--- src/rtl/branch_predictor_table.sv ---
// Direct-mapped branch target buffer with saturating direction counters; lookup is combinational (0 cycles), an update commits on the next posedge.
// No backpressure: one lookup and one update accepted every cycle; flush wins over a same-cycle update.
// Optional BPT_BYPASS_EN forwards a same-cycle update to a lookup of the same index and tag.
module branch_predictor_table #(
  parameter int ENTRIES  = 16,
  parameter int CTR_BITS = 2,
  parameter int PC_W     = 32
) (
  input  logic            clk,
  input  logic            rst,
  input  logic            flush,
  input  logic [PC_W-1:0] lk_pc,
  output logic            lk_hit,
  output logic            lk_taken,
  output logic [PC_W-1:0] lk_dest,
  input  logic            upd_en,
  input  logic [PC_W-1:0] upd_pc,
  input  logic            upd_taken,
  input  logic [PC_W-1:0] upd_dest
);

  localparam int IDX = $clog2(ENTRIES);
  localparam int TW  = PC_W - IDX - 2;

  localparam logic [CTR_BITS-1:0] CTR_ONE = CTR_BITS'(1);
  localparam logic [CTR_BITS-1:0] CTR_WT  = CTR_ONE << (CTR_BITS - 1);
  localparam logic [CTR_BITS-1:0] CTR_WNT = CTR_WT - CTR_ONE;
  localparam logic [CTR_BITS-1:0] CTR_MAX = '1;

  logic [ENTRIES-1:0]  valid_q;
  logic [TW-1:0]       tag_q  [ENTRIES];
  logic [PC_W-1:0]     dest_q [ENTRIES];
  logic [CTR_BITS-1:0] ctr_q  [ENTRIES];

  logic [IDX-1:0] lk_idx;
  logic [IDX-1:0] upd_idx;
  logic [TW-1:0]  lk_tag;
  logic [TW-1:0]  upd_tag;

  assign lk_idx  = lk_pc[IDX+1:2];
  assign lk_tag  = lk_pc[PC_W-1:IDX+2];
  assign upd_idx = upd_pc[IDX+1:2];
  assign upd_tag = upd_pc[PC_W-1:IDX+2];

  // Byte offset within the instruction word plays no part in indexing or tagging.
  logic unused_pc_bits;
  assign unused_pc_bits = ^{lk_pc[1:0], upd_pc[1:0]};

  logic                upd_hit;
  logic                upd_wr;
  logic [CTR_BITS-1:0] ctr_cur;
  logic [CTR_BITS-1:0] ctr_new;
  logic [PC_W-1:0]     dest_new;

  always_comb begin
    ctr_cur  = ctr_q[upd_idx];
    upd_hit  = valid_q[upd_idx] && (tag_q[upd_idx] == upd_tag);
    upd_wr   = 1'b0;
    ctr_new  = ctr_cur;
    dest_new = dest_q[upd_idx];
    if (upd_en && !flush) begin
      if (upd_hit) begin
        upd_wr = 1'b1;
        if (upd_taken) begin
          ctr_new  = (ctr_cur == CTR_MAX) ? CTR_MAX : ctr_cur + CTR_ONE;
          dest_new = upd_dest;
        end else begin
          ctr_new  = (ctr_cur == '0) ? '0 : ctr_cur - CTR_ONE;
        end
      end else if (upd_taken) begin
        // Taken miss allocates and evicts whatever aliased into this slot.
        upd_wr   = 1'b1;
        ctr_new  = CTR_WT;
        dest_new = upd_dest;
      end
    end
  end

  always_ff @(posedge clk or posedge rst) begin
    if (rst) begin
      valid_q <= '0;
      for (int i = 0; i < ENTRIES; i++) begin
        tag_q[i]  <= '0;
        dest_q[i] <= '0;
        ctr_q[i]  <= CTR_WNT;
      end
    end else if (flush) begin
      valid_q <= '0;
    end else if (upd_wr) begin
      valid_q[upd_idx] <= 1'b1;
      tag_q[upd_idx]   <= upd_tag;
      dest_q[upd_idx]  <= dest_new;
      ctr_q[upd_idx]   <= ctr_new;
    end
  end

  logic st_hit;
  assign st_hit = valid_q[lk_idx] && (tag_q[lk_idx] == lk_tag);

`ifdef BPT_BYPASS_EN
  // A non-writing update leaves the entry as stored, so only real writes are forwarded.
  logic fwd;
  assign fwd = upd_wr && !rst && (lk_idx == upd_idx) && (lk_tag == upd_tag);

  always_comb begin
    if (fwd) begin
      lk_hit   = 1'b1;
      lk_taken = ctr_new[CTR_BITS-1];
      lk_dest  = dest_new;
    end else begin
      lk_hit   = st_hit;
      lk_taken = st_hit && ctr_q[lk_idx][CTR_BITS-1];
      lk_dest  = st_hit ? dest_q[lk_idx] : '0;
    end
  end
`else
  assign lk_hit   = st_hit;
  assign lk_taken = st_hit && ctr_q[lk_idx][CTR_BITS-1];
  assign lk_dest  = st_hit ? dest_q[lk_idx] : '0;
`endif

endmodule

--- config.mk ---
export PLATFORM = sky130hd
export DESIGN_NAME = branch_predictor_table
export DESIGN_NICKNAME = d
export VERILOG_FILES = /design/src/rtl/branch_predictor_table.sv
export SDC_FILE = /design/constraint.sdc
export NUM_CORES = 2
export LEC_CHECK = 0
export CORE_AREA = 2 2 292 294
export CTS_CLUSTER_SIZE = 28
export DETAILED_ROUTE_END_ITERATION = 8
export DIE_AREA = 0 0 294 296
export PLACE_DENSITY = 0.77
export SLEW_MARGIN = 20
export SYNTH_ARGS = -nofsm -noshare
export SYNTH_HDL_FRONTEND = slang
export SYNTH_SLANG_ARGS = --single-unit
--- constraint.sdc ---
create_clock -name clk -period 40.1 [get_ports clk]
set_input_delay 4.01 -clock clk [delete_from_list [all_inputs] [get_ports clk]]
set_output_delay 4.01 -clock clk [all_outputs]
set_load 0.005 [all_outputs]
# == After elaboration in Yosys (flattened, before gate mapping) ==
# Cells that the tools add are included.
# word_totals
inputBits,101
reg_bits,976
output_inout_bits,34
word_cells,121
# classes
n_lt_le_gt_ge,6
mux,47
bitwise,4
n_reduce_logical,10
add_sub_neg,2
n_eq_ne,3
# ops
op,count
$bwmux W512,1
$bwmux W416,1
$bmux W32 S4,2
$mux W32,8
$bmux W26 S4,2
$mux W26,5
$demux W32 S4,1
$demux W26 S4,1
$eq A26 B26 Y1,2
$bwmux W32,1
$mux W16,2
$mux W2,11
$bmux W2 S4,2
$or A16 B16 Y16,1
$ge A5 B5 Y1 const B,2
$lt A4 B5 Y1 const B,2
$not A4 Y5,2
$bmux W1 S4,2
$demux W2 S4,1
$logic_and A1 B1 Y1,6
$mux W1,6
$lt A5 B1 Y1 const B,1
$demux W1 S4,1
$ge A4 B1 Y1 const B,1
other kinds (8),8

# == Depth between registers and ports, before layout ==
# depth
word_depth,10
ltp_mapped,15
mapped_depth_nobuf,9

# == Worst setup path after synthesis ==
# OpenSTA, ideal clock, no wires.
# synth_timing
path_type,input to output
start,input lk_pc[2]
end,output lk_dest[0]
setup_slack_ns,28.838
arrival_time_ns,7.252
required_time_ns,36.090
cell_stages,9
n_path_buf,6
path_cell_list,clkbuf_1 > buf_2 > buf_1 > buf_2 > buf_2 > buf_1 > mux4_2 > mux4_2 > nor2b_1
# synth_between
elab_chain_len,7
word_cells_on_any_way,12
classes_between,eq/ne (1); mux (9); bitwise (1); reduce/logical (1)
# synth_rtl
element,line_no,source
start: declaration,12,"input logic [PC_W-1:0] lk_pc,"
$not A4 Y5 (implied by the code),"98, 119",
$bmux W26 S4,98,assign st_hit = valid_q[lk_idx] && (tag_q[lk_idx] == lk_tag);
$mux W26 (implied by the code) (2 in series),98,
$eq A26 B26 Y1,98,
$logic_and A1 B1 Y1,98,
$mux W32 (*),119,assign lk_dest = st_hit ? dest_q[lk_idx] : '0;
end: declaration,15,"output logic [PC_W-1:0] lk_dest,"
# Mark *: on every way between the ends. The rest lies on a longest branch, timed or not. The select of a mux whose other input is x is not followed.

# == Final worst setup path ==
# layout_timing
start,input lk_pc[2]
end,output lk_dest[2]
# Same word-level chain as after synthesis.

==> results.cfg <==
[outcome]
status = finished, final reports clean

[die]
num_rows = 107
initial_core_util_pct = 62.25
die-area_sq_um = 87020
fp.coreArea_sq_um = 84210
ios = 135
chipWidth_um = 294
die_h_um = 296

[synthesis]
netlist.area_leader.share_pct = 45.83
synth_seq_cells = 976
synth.area.top_cells = dfrtp_1, mux4_2, mux2_2
ys.flop_type = dfrtp_1
synth_area_sq_um = 52420
syn_area_per_cell_sq_um = 15.72
async_flop_share_pct = 100.0
ys_types = 60
synthCells = 3334
synth_commonest_cells = dfrtp_1, mux2_2, mux4_2, mux2_1, clkbuf_1
synth-edff-count = 0
synth_warnings = 0
syn-num-nets = 3435
yosysSeqAreaShare_pct = 46.63
synth_most_common_cell = dfrtp_1
synth_top_area_cell = dfrtp_1

[worst_setup_path]
slowest_stage = buf_4
max_stage_delay_ps = 850
critPathRequiredTime_ps = 36090
crit_top_cell = buf_4
path_max_fanout = 78
rr_worst_depth = 10
start_kind = input port
cp-end-kind = output pin
critPathKind = in2out
cp_cell_sequence = buf_8, buf_4, buf_4, mux4_2, mux4_2, xor2_1, nor4_1, nand4_1, buf_4, nor2b_1, clkdlybuf4s50_1
cp.arrival_ps = 9600

[global_route]
grt_pass1_vias = 34350
overflow = 0
track_usage_pct = 33.91
antenna_found_initial = 6
grt_start_max_net_pins = 186
grt_first_pass_wirelength_um = 218000

[power_and_ir_drop]
power_density_nw_per_um2 = 41.90
leakagePower_nw = 26.45
ir_worst_vdd_mv = 0.04088
fin_total_pwr_mw = 2.424

[timing]
fin_crit_sh_pct = 33.95
slew_violations = 0
relSlewSlack_pct = 23.07
setup_viol = 0
hold_violations = 0
worstMarginPinSlew_ps = 1154
period_needed_ps = 13610
fin_tns_setup_ps = 0
clock_skew_ps = 30.26
clock.fmax_mhz = 73.46
rsz0062_at_grt = no

[final_layout]
ff_latch_area_sq_um = 24440
design_area_sq_um = 57860
utilization_pct = 68.70
nets = 3395
drive_above_1_share_pct = 42.49
syn_to_final_growth_pct = 10.37
multi_input_area_sq_um = 26520
num-fill-cells = 5477

[job]
cap_viol_max_count = 0

[placed_design]
routabilityCongestion = 0.8496
port_buffers = 130
dpl_cell_area_sq_um = 54300
hpwl_um = 81050

[min_path]
min_path_cells = 1
hold_path_class = reg2reg

[route]
dr.pass1.iters = 6
via_count = 32080
drc = 0
wl_per_cell_um = 32.08
detail_route.iter0.violations = 3148
vias_per_cell = 7.182
wl_um = 143300
drtAntennaViolNets = 0

[clocking]
clk_path_buf_depth = 3
clkSinkCount = 976
cts_tree = done
cts_buffers = 104
htree_levels = 3
clk_latency_ps = 680
clkSlewWorstSetupHoldPaths_ps = 60
post_cts_resized = 0
root_buffer = clkbuf_16
cts_setup_buffers = 0
cts_hold_buffers = 0
==> registers in the layout, indices dropped and copies added, names as in the netlist <==
name and count:
tag_q 416, valid_q 16, dest_q 512, ctr_q 32
==> critical path: cells and delay by family <==
family | cells | cell delay [ps]
buf+inv | 5 | 3190
mux | 2 | 1110
simple gates | 3 | 900
xor+xnor | 1 | 210
==> power by group <==
| group | total, mW | leakage (nW) | internal, mW | switching, mW |
|---|---|---|---|---|
| Combinational | 0.318 | 11.5 | 0.166 | 0.152 |
| Clock | 0.990 | 1.71 | 0.587 | 0.403 |
| Sequential | 1.12 | 13.2 | 1.06 | 0.0562 |
==> through the flow <==
stage	std cells	setup slack [ps]	hold WS, ps
finish	4466	26490	510.1
global route	4464	26140	523.3
CTS	4458	26470	511.5
detailed placement	4276	26480	498.4
global placement	4274	26560	486.2
floorplan	3334	8661	475.6
==> area by class of cell <==
class | instances | share of cell area, %
repair buffers | 194 | 3.320
clock buffers | 144 | 5.162
inverters | 29 | 0.2054
diodes | 6 | 0.02595
multi-input cells | 1989 | 45.85
clock inverters | 38 | 0.8348
flip-flops and latches | 976 | 42.25
well taps | 1090 | 2.357
==> final timing paths <==
kind / slack, ps / end / start
max: 26490 / lk_dest[2] / lk_pc[2]
min: 510 / tag_q[360]$_DFFE_PP0P_ / tag_q[360]$_DFFE_PP0P_
max reg2reg: 34560 / tag_q[43]$_DFFE_PP0P_ / tag_q[317]$_DFFE_PP0P_
min reg2reg: 510 / tag_q[360]$_DFFE_PP0P_ / tag_q[360]$_DFFE_PP0P_
max in group asynchronous: 33240 / dest_q[463]$_DFFE_PP0P_ / rst
min in group asynchronous: 3950 / tag_q[135]$_DFFE_PP0P_ / rst
==> metal layers <==
metal  global-route usage (%)  routed length [um]  vias up  part of all wire [%]
met4                    13.49                5966        2                   4.2
met2                    54.76               69910     1474                    49
met5                        0                  13        -                0.0091
met1                    46.46               56580    17400                    39
met3                    6.108               10800      355                   7.5
li1                         -                   -    12850                     -
==> cells in the final DEF, fill, tap and decap left out, types with 15 or more instances in the layout <==
| master | Yosys | final |
|---|---|---|
| clkbuf_8 | 0 | 17 |
| xor2_1 | 15 | 15 |
| nor2b_1 | 41 | 41 |
| dfrtp_1 | 960 | 960 |
| buf_4 | 8 | 54 |
| clkbuf_16 | 0 | 107 |
| xnor2_1 | 26 | 26 |
| inv_1 | 27 | 26 |
| dfstp_2 | 16 | 16 |
| a21oi_1 | 27 | 27 |
| mux4_2 | 549 | 549 |
| clkbuf_1 | 191 | 20 |
| mux2_2 | 611 | 611 |
| mux2i_1 | 49 | 48 |
| o22ai_1 | 18 | 18 |
| clkdlybuf4s50_1 | 0 | 123 |
| clkinv_2 | 0 | 20 |
| mux2_1 | 381 | 381 |
| nor2_1 | 20 | 19 |
| nand2_1 | 124 | 123 |
==> cells by family after synthesis <==
family	count (synthesis)	share of synthesized area, %
mux	1590	45.83
flops	976	46.63
buf+inv	369	2.919
simple gates	230	2.065
compound gates	128	1.871
xor+xnor	41	0.6850
No activity file was read; power rests on OpenSTA's default activity.
